--- src/rtl/tlc_pkg.sv ---
`default_nettype none
// ============================================================================
// Module      : tlc_pkg
// Description : Shared types and constants for the two-approach traffic light
//               controller: phase encoding, phase-to-lamp decode and the
//               normal-cycle successor function.
// Revision    : 1.0 - initial release
// ============================================================================
package tlc_pkg;

    // Phase encoding, also consumed by the display logic.
    typedef enum logic [2:0] {
        NS_GREEN  = 3'd0,
        NS_YELLOW = 3'd1,
        CLR_1     = 3'd2,
        EW_GREEN  = 3'd3,
        EW_YELLOW = 3'd4,
        CLR_2     = 3'd5,
        FLASH     = 3'd6
    } phase_t;

    // Lamp vector layout: {ns_red, ns_yellow, ns_green, ew_red, ew_yellow, ew_green}
    localparam logic [5:0] c_lamps_ns_green  = 6'b001_100;
    localparam logic [5:0] c_lamps_ns_yellow = 6'b010_100;
    localparam logic [5:0] c_lamps_all_red   = 6'b100_100;
    localparam logic [5:0] c_lamps_ew_green  = 6'b100_001;
    localparam logic [5:0] c_lamps_ew_yellow = 6'b100_010;
    localparam logic [5:0] c_lamps_dark      = 6'b000_000;
    localparam logic [5:0] c_lamps_flash_on  = 6'b010_010;

    // Steady lamp pattern of a phase; FLASH yellow is overlaid by the caller.
    function automatic logic [5:0] phase_lamps(input phase_t p);
        case (p)
            NS_GREEN:  return c_lamps_ns_green;
            NS_YELLOW: return c_lamps_ns_yellow;
            CLR_1:     return c_lamps_all_red;
            EW_GREEN:  return c_lamps_ew_green;
            EW_YELLOW: return c_lamps_ew_yellow;
            CLR_2:     return c_lamps_all_red;
            default:   return c_lamps_dark;
        endcase
    endfunction

    // Successor in the normal cycle; FLASH always leaves through CLR_2.
    function automatic phase_t next_phase(input phase_t p);
        case (p)
            NS_GREEN:  return NS_YELLOW;
            NS_YELLOW: return CLR_1;
            CLR_1:     return EW_GREEN;
            EW_GREEN:  return EW_YELLOW;
            EW_YELLOW: return CLR_2;
            CLR_2:     return NS_GREEN;
            default:   return CLR_2;
        endcase
    endfunction

endpackage
`default_nettype wire

--- src/rtl/tlc_phase_timer.sv ---
`default_nettype none
// ============================================================================
// Module      : tlc_phase_timer
// Description : CW-bit loadable down-counter. Load wins over counting; the
//               counter decrements on tick and saturates at zero.
// Revision    : 1.0 - initial release
// ============================================================================
module tlc_phase_timer #(
    parameter int          CW      = 6,
    parameter logic [CW-1:0] RST_VAL = '0
) (
    input  logic          clk,
    input  logic          rst,
    input  logic          load,
    input  logic [CW-1:0] load_val,
    input  logic          tick,
    output logic [CW-1:0] count,
    output logic          zero
);

    localparam logic [CW-1:0] c_one = {{(CW-1){1'b0}}, 1'b1};

    logic [CW-1:0] r_count;

    // Count register: reload, or step down on tick until zero.
    always_ff @(posedge clk) begin
        if (rst) begin
            r_count <= RST_VAL;
        end else if (load) begin
            r_count <= load_val;
        end else if (tick && (r_count != '0)) begin
            r_count <= r_count - c_one;
        end
    end

    assign count = r_count;
    assign zero  = (r_count == '0);

endmodule
`default_nettype wire

--- src/rtl/traffic_light_ctrl.sv ---
`default_nettype none
// ============================================================================
// Module      : traffic_light_ctrl
// Description : Two-approach (NS/EW) intersection controller with all-red
//               clearance, per-phase countdown, night flashing-yellow mode and
//               an optional pedestrian green truncation.
//               Build option: define TLC_PED_EN to enable the pedestrian latch.
// Revision    : 1.0 - initial release
// ============================================================================
module traffic_light_ctrl
    import tlc_pkg::*;
#(
    parameter int CW        = 6,
    parameter int GREEN_T   = 30,
    parameter int YELLOW_T  = 3,
    parameter int RED_CLR_T = 2,
    parameter int PED_T     = 5
) (
    input  logic          clk,
    input  logic          rst,
    input  logic          tick,
    input  logic          night,
    input  logic          ped_req,
    output logic          ns_red,
    output logic          ns_yellow,
    output logic          ns_green,
    output logic          ew_red,
    output logic          ew_yellow,
    output logic          ew_green,
    output logic [CW-1:0] count,
    output logic [2:0]    phase
);

    localparam logic [CW-1:0] c_green_load  = CW'(GREEN_T - 1);
    localparam logic [CW-1:0] c_yellow_load = CW'(YELLOW_T - 1);
    localparam logic [CW-1:0] c_clr_load    = CW'(RED_CLR_T - 1);
    localparam logic [CW-1:0] c_ped_load    = CW'(PED_T - 1);

    phase_t        r_state;
    phase_t        w_next_state;
    logic          r_flash_on;
    logic          w_next_flash;
    logic [5:0]    r_lamps;
    logic          w_load;
    logic [CW-1:0] w_load_val;
    logic [CW-1:0] w_count;
    logic          w_zero;
    logic          w_ped_pending;
    logic          w_trunc;
    logic          w_yellow_entry;

    // Reload value for a phase being entered.
    function automatic logic [CW-1:0] entry_load(input phase_t p);
        case (p)
            NS_GREEN, EW_GREEN:   return c_green_load;
            NS_YELLOW, EW_YELLOW: return c_yellow_load;
            CLR_1, CLR_2:         return c_clr_load;
            default:              return '0;
        endcase
    endfunction

    tlc_phase_timer #(
        .CW      (CW),
        .RST_VAL (c_green_load)
    ) u_timer (
        .clk      (clk),
        .rst      (rst),
        .load     (w_load),
        .load_val (w_load_val),
        .tick     (tick),
        .count    (w_count),
        .zero     (w_zero)
    );

`ifdef TLC_PED_EN
    logic r_ped_latch;

    // Sticky pedestrian request, consumed when either yellow begins.
    always_ff @(posedge clk) begin
        if (rst) begin
            r_ped_latch <= 1'b0;
        end else if (w_yellow_entry) begin
            r_ped_latch <= 1'b0;
        end else if (ped_req) begin
            r_ped_latch <= 1'b1;
        end
    end

    // A press on the current cycle counts as already latched.
    assign w_ped_pending = r_ped_latch | ped_req;
`else
    logic w_unused_ped;
    assign w_unused_ped  = ped_req | c_ped_load[0];
    assign w_ped_pending = 1'b0;
`endif

    assign w_trunc = ((r_state == NS_GREEN) || (r_state == EW_GREEN))
                   && w_ped_pending && (w_count > c_ped_load);

    assign w_yellow_entry = (w_next_state != r_state)
                          && ((w_next_state == NS_YELLOW) || (w_next_state == EW_YELLOW));

    // Next state, timer reload and flash phase; nothing moves without tick.
    always_comb begin
        w_next_state = r_state;
        w_next_flash = r_flash_on;
        w_load       = 1'b0;
        w_load_val   = '0;
        if (tick) begin
            if (r_state == FLASH) begin
                if (!night) begin
                    w_next_state = CLR_2;
                    w_next_flash = 1'b0;
                    w_load       = 1'b1;
                    w_load_val   = c_clr_load;
                end else begin
                    w_next_flash = ~r_flash_on;
                end
            end else if (w_zero) begin
                // Night wins over any pending truncation at a boundary.
                if (night) begin
                    w_next_state = FLASH;
                    w_next_flash = 1'b1;
                    w_load       = 1'b1;
                    w_load_val   = '0;
                end else begin
                    w_next_state = next_phase(r_state);
                    w_load       = 1'b1;
                    w_load_val   = entry_load(next_phase(r_state));
                end
            end else if (w_trunc) begin
                w_load     = 1'b1;
                w_load_val = c_ped_load;
            end
        end
    end

    // State, flash phase and registered lamp drive.
    always_ff @(posedge clk) begin
        if (rst) begin
            r_state    <= NS_GREEN;
            r_flash_on <= 1'b0;
            r_lamps    <= c_lamps_ns_green;
        end else begin
            r_state    <= w_next_state;
            r_flash_on <= w_next_flash;
            if (w_next_state == FLASH) begin
                r_lamps <= w_next_flash ? c_lamps_flash_on : c_lamps_dark;
            end else begin
                r_lamps <= phase_lamps(w_next_state);
            end
        end
    end

    assign {ns_red, ns_yellow, ns_green, ew_red, ew_yellow, ew_green} = r_lamps;
    assign count = w_count;
    assign phase = r_state;

endmodule
`default_nettype wire

--- config.mk ---
export PLATFORM = sky130hd
export DESIGN_NAME = traffic_light_ctrl
export DESIGN_NICKNAME = d
export VERILOG_FILES = /design/src/rtl/tlc_pkg.sv /design/src/rtl/tlc_phase_timer.sv /design/src/rtl/traffic_light_ctrl.sv
export SDC_FILE = /design/constraint.sdc
export NUM_CORES = 1
export LEC_CHECK = 0
export ABC_AREA = 1
export CAP_MARGIN = 20
export CORE_MARGIN = 10
export CORE_UTILIZATION = 40
export DETAILED_ROUTE_END_ITERATION = 16
export HOLD_SLACK_MARGIN = 0.05
export PLACE_DENSITY = 0.7
export SLEW_MARGIN = 40
export SYNTH_ARGS = -nofsm -noshare
export SYNTH_HDL_FRONTEND = slang
export SYNTH_HIERARCHICAL = 1
export SYNTH_SLANG_ARGS = --single-unit
--- constraint.sdc ---
create_clock -name clk -period 2.45 [get_ports clk]
set_input_delay 0.49 -clock clk [delete_from_list [all_inputs] [get_ports clk]]
set_output_delay 0.49 -clock clk [all_outputs]
set_load 0.005 [all_outputs]
==> reports/results.ini, run 1 <==
[yosys]
syn_area_per_cell_um2 = 7.27
syn_nets = 141
ys_ff_latch = 16
ys_warn_count = 6
synthesis.area_um2 = 975
yosysSeqAreaShare_pct = 32.9
ys_types = 24
synth_cells = 134

[global_route]
antenna_found_initial = 0
grt_pass1_wl_um = 3640
grt_pass1_vias = 857
grt_use_total_pct = 8.71
grt_overflow = 0
grt_max_degree = 10

[floorplanning]
start_util_pct = 42.8
fp.coreArea_um2 = 2280
die_x_um = 69.4
boundaryPins = 20
fp.dieArea_um2 = 4810
dieHeight_um = 69.4
rows = 17

[cts]
cts_resized = 0
postCtsSetupRepairBufs = 0
h-tree-depth = 1
clock_latency_ns = 0.29
cts_root_buf = clkbuf_4
numCtsBuffers = 3
holdBufCountCts = 0
cts.reportedPaths.clkPinSlew_ns = 0.10
cts_buffer_depth = 2
clock-sinks = 16
cts_tree = yes

[drt]
dr.pass1.iters = 4
wl_per_cell_um = 12.1
drtIter0Drc = 55
via_count = 904
drc = 0
wl_um = 2220
postRouteAntennaNets = 0
viasPerCell = 4.91

[timing]
fmax_mhz = 508
fin_crit_sh_pct = 80.3
setup_ws_ns = 0.483
hold_viol_final = 0
setup_viol = 0
rsz0062_at_grt = false
skew_ns = 0.000732
finalSetupTns_ns = 0
finalCriticalPeriod_ns = 1.97
slew_viol_final = 0

[cells_and_area]
most-common-layout-cells = nand2_1 (25), clkdlybuf4s50_1 (18), inv_1 (17), dfxtp_1 (16), nand3_1 (12)
layout-drive-gt1-share_pct = 23.1
layoutNonFillerInstCount = 184
final_common_cell = nand2_1
area_growth_pct = 26.1
antennaDiodeCount = 0
fin_nets = 164
final_util_pct = 54.0

[setup_path]
worstPathRequired_ns = 2.65
cp-end-kind = flop
cp_max_fo = 8
arrival_ns = 2.17
startpoint_type = flop
critPathKind = reg -> reg

[power]
p_total_mw = 0.509
p_leak_nw = 0.556
cellPowerDensity_nw_per_um2 = 415
ir_drop_mv = 0.327

[run]
cap_violations = 0

[place]
io_buffers = 18
place_inst = 180
pre_cts_slack_ns = 0.255
gp_congestion = 0.815
hpwlAfterDp_um = 1780

[min_path]
worstHoldPathType = reg -> reg

[run_status]
run_status = completed

[cells in the mapped netlist (all sizes together)]
cell type,count,share of area (%)
nor3,1,1.0
buf,1,0.51
nand4,2,1.9
nand3,15,10
o211ai,4,3.1
xor2,2,1.8
nor2,15,9.4
dfxtp,16,33
nand2,38,20
conb,1,0.38
o21ai,4,2.1
inv,23,9.4
ha,2,2.6
a21oi,10,5.5
[final cells by class]
class	instances	area [um^2]
multi-input combinational	94	558
timing repair buffer	19	188
inverter	23	91.3
tap	28	35.0
clock buffer	4	36.3
sequential	16	320
fill	209	1050
[layer usage]
metal / up-vias / part of all wire (%) / track usage [%]
li1: 470 / - / -
met5: - / 0 / 0
met4: 0 / 1.3 / 3.33
met1: 401 / 43 / 10.1
met2: 28 / 48 / 14.5
met3: 5 / 7.6 / 2.57
[power breakdown]
| group | internal (mW) | switching, mW | leakage [nW] |
|---|---|---|---|
| Combinational | 0.0271 | 0.0317 | 0.405 |
| Sequential | 0.266 | 0.00548 | 0.130 |
| Clock | 0.0905 | 0.0885 | 0.0210 |
| Total | 0.384 | 0.126 | 0.556 |
[through the flow]
step / area [um^2] / hold slack, ns
finish: 1230 / 0.561
global route: 1230 / 0.608
CTS: 1230 / 0.569
detailed placement: 1190 / 0.552
global placement: 1190 / 0.550
floorplan: 975 / 0.531
[final timing paths]
kind / endpoint / cells after the start / from / slack [ns]
max: u_timer/count[5]$_SDFFE_PP0P_ / 14 / u_timer/count[0]$_SDFFE_PP1P_ / 0.48
min reg2reg: u_timer/count[4]$_SDFFE_PP1P_ / 2 / u_timer/count[4]$_SDFFE_PP1P_ / 0.56
max reg2reg: u_timer/count[5]$_SDFFE_PP0P_ / 14 / u_timer/count[0]$_SDFFE_PP1P_ / 0.48
min: u_timer/count[4]$_SDFFE_PP1P_ / 2 / u_timer/count[4]$_SDFFE_PP1P_ / 0.56
[state kept, by name (all words and copies together), names as in the netlist]
name           count
phase              3
r_flash_on         1
r_lamps            6
u_timer/count      6
[critical path: stages, from the launching register on]
cell	delay (ns)
dfxtp_1	0.33
inv_1	0.17
ha_1	0.20
nand3_2	0.12
inv_1	0.07
nand2_1	0.11
nand2_4	0.15
inv_4	0.05
a21oi_1	0.17
buf_4	0.20
nor2_4	0.06
nand2_1	0.07
nand3_1	0.08
nand2_1	0.06
inv_1	0.03
[kinds of logic (layout without fill, tap and decap cells)]
logic type               Yosys count  after routing  synth area share (%)
AND/OR/NAND/NOR                   71             71                  41.8
buffers and inverters             24             46                  9.88
AO/OA/AOI/OAI                     18             18                  10.7
flip-flops                        16             16                  32.9
adder cells (fa/ha/maj)            2              2                  2.57
XOR/XNOR                           2              2                  1.80
other                              1              1                 0.385
Note: power is estimated with default switching activity, not from simulation.
==> run 2, diff against run 1 <==
==> constraint.sdc (replaced) <==
create_clock -name clk -period 2 [get_ports clk]
set_input_delay 0.4 -clock clk [delete_from_list [all_inputs] [get_ports clk]]
set_output_delay 0.4 -clock clk [all_outputs]
set_load 0.005 [all_outputs]
==> run 2 against run 1 <==
Against the previous run: flip-flop and latch count did not move; register-to-register slack got worse by 0.27 ns; sequential share of layout area fell by 0.62 points; wire length rose by 0.27%; clock skew rose by 0.0011 ns; cell area rose by 2.4%; power rose by 24%; non-clock buffer count rose by 4; combinational power rose by 29%; setup slack got worse by 0.27 ns; critical endpoint unchanged; largest cell class unchanged.
==> reports/results.ini, run 2 (synthesis gave the netlist of run 1 again) <==
[run_status]
run_status = completed

[setup_path]
crit_end = u_timer/count[5]$_SDFFE_PP0P_
cp-end-kind = flop
cpMaxStageDelayCell = dfxtp_1
critPathKind = reg -> reg
slowest_delay_ns = 0.33
r2r_start = u_timer/count[0]$_SDFFE_PP1P_
worstReg2RegEnd = u_timer/count[5]$_SDFFE_PP0P_
worstPathRequired_ns = 2.21
r2r_slack_ns = 0.21
path_cells = inv_2 > ha_1 > nand3_2 > inv_1 > nand2_1 > nand2_4 > inv_4 > a21oi_1 > buf_4 > nor2_4 > nand2_1 > nand3_1 > nand2_1 > inv_1
reg2reg_depth = 14
cp_max_fo = 8
crit_start = u_timer/count[0]$_SDFFE_PP1P_
path_common_cell = nand2_1
startpoint_type = flop
arrival_ns = 2.00

[floorplanning]
start_util_pct = 42.8
fp.coreArea_um2 = 2280
dieHeight_um = 69.4
die_x_um = 69.4
boundaryPins = 20
fp.dieArea_um2 = 4810
rows = 17

[power]
intPower_mw = 0.473
p_switching_mw = 0.158
switching_share_pct = 25.0
ir_drop_mv = 0.406
pwr-share-comb_pct = 12.0
p_leak_nw = 0.574
power_frac_seq_pct = 52.8
cellPowerDensity_nw_per_um2 = 501
clkPwrFrac_pct = 35.2

[drt]
dr.pass1.iters = 4
wl_um = 2230
wl_per_cell_um = 11.9
viasPerCell = 4.85
via_count = 911
postRouteAntennaNets = 0
drtIter0Drc = 63
drc = 0

[global_route]
antenna_found_initial = 0
grt_pass1_wl_um = 3730
grt_max_degree = 10
grt_pass1_vias = 880
grtUsageMet3_pct = 2.71
grt_use_total_pct = 9.12
grt_busiest_layer = met2
grt_overflow = 0
met2_usage_pct = 14.3
met1_usage_pct = 10.4

[place]
hpwlAfterDp_um = 1790
place_inst = 184
io_buffers = 18
gp_congestion = 0.815

[cells_and_area]
layoutNonFillerInstCount = 188
layout-drive-gt1-share_pct = 25.6
fin_nets = 168
most-common-layout-cells = nand2_1 (25), clkdlybuf4s50_1 (18), inv_1 (16), dfxtp_1 (16), nand3_1 (12)
antennaDiodeCount = 0
final_common_cell = nand2_1
area_growth_pct = 29.1

[timing]
slew_viol_final = 0
whs_ns = 0.561
finalSetupTns_ns = 0
rsz0062_at_grt = false
skew_ns = 0.00179
setup_viol = 0
finalCriticalPeriod_ns = 1.79
hold_viol_final = 0
fin_crit_sh_pct = 89.4
fmax_mhz = 559

[cts]
cts_buffer_depth = 2
cts_root_buf = clkbuf_4
holdBufCountCts = 0
clock_latency_ns = 0.30
numCtsBuffers = 3
cts_resized = 0
clock-sinks = 16
postCtsSetupRepairBufs = 0
cts_tree = yes
h-tree-depth = 1
cts.reportedPaths.clkPinSlew_ns = 0.10

[run]
cap_violations = 0

[min_path]
min_path_cells = 2
worstHoldPathType = reg -> reg

## run 2: cell types whose count changed in the layout (fill, tap and decap cells not counted), sizes merged
cell	previous run	this run
buf	1	5
## run 2: power by group through the flow
| stage | sequential (mW) | clock (mW) | combinational, mW |
|---|---|---|---|
| after CTS | 0.333 | 0.230 | 0.0764 |
| after detailed placement | 0.340 | 0 | 0.0757 |
| after floorplan | 0.340 | 0 | 0.0380 |
| after global routing | 0.335 | 0.246 | 0.0849 |
| after global placement | 0.340 | 0 | 0.0743 |
| final | 0.333 | 0.222 | 0.0758 |
## run 2: metrics by stage
step	setup WS [ns]	cell area (um^2)	power (mW)	util, %
2_1_floorplan	0.246	975	0.378	-
3_3_place_gp	0.0213	1220	0.414	53.7
3_5_place_dp	0.0341	1220	0.416	53.7
4_1_cts	0.151	1260	0.640	55.3
5_1_grt	0.0497	1260	0.666	55.3
6_report	0.212	1260	0.631	55.3
## run 2: worst min-delay path by stage
stage | startpoint | slack (ns) | end
CTS | u_timer/count[1]$_SDFFE_PP0P_ | 0.57 | u_timer/count[1]$_SDFFE_PP0P_
finish | u_timer/count[1]$_SDFFE_PP0P_ | 0.56 | u_timer/count[1]$_SDFFE_PP0P_
floorplan | rst | 0.48 | phase[0]$_SDFF_PP0_
global placement | u_timer/count[2]$_SDFFE_PP1P_ | 0.55 | u_timer/count[2]$_SDFFE_PP1P_
global route | u_timer/count[1]$_SDFFE_PP0P_ | 0.61 | u_timer/count[1]$_SDFFE_PP0P_
detailed placement | u_timer/count[1]$_SDFFE_PP0P_ | 0.56 | u_timer/count[1]$_SDFFE_PP0P_
## run 2: layout make-up
| cell class | instances | area, um^2 |
|---|---|---|
| fill | 210 | 1020 |
| timing repair buffer | 23 | 218 |
| inverter | 23 | 91.3 |
| sequential | 16 | 320 |
| multi-input combinational | 94 | 558 |
| clock buffer | 4 | 36.3 |
| tap | 28 | 35.0 |
## run 2: metal layers
| layer | part of all wire, % | vias to the layer above |
|---|---|---|
| li1 | - | 479 |
| met1 | 48 | 402 |
| met2 | 44 | 25 |
| met3 | 5.7 | 5 |
| met4 | 2.3 | 0 |
| met5 | 0 | - |
## run 2: worst max-delay path: cells and delay by family (launching register included)
kind                     cells  cell delay (ns)
flip-flops                   1             0.33
buffers and inverters        5             0.44
adder cells (fa/ha/maj)      1             0.18
AND/OR/NAND/NOR              7             0.58
AO/OA/AOI/OAI                1             0.16
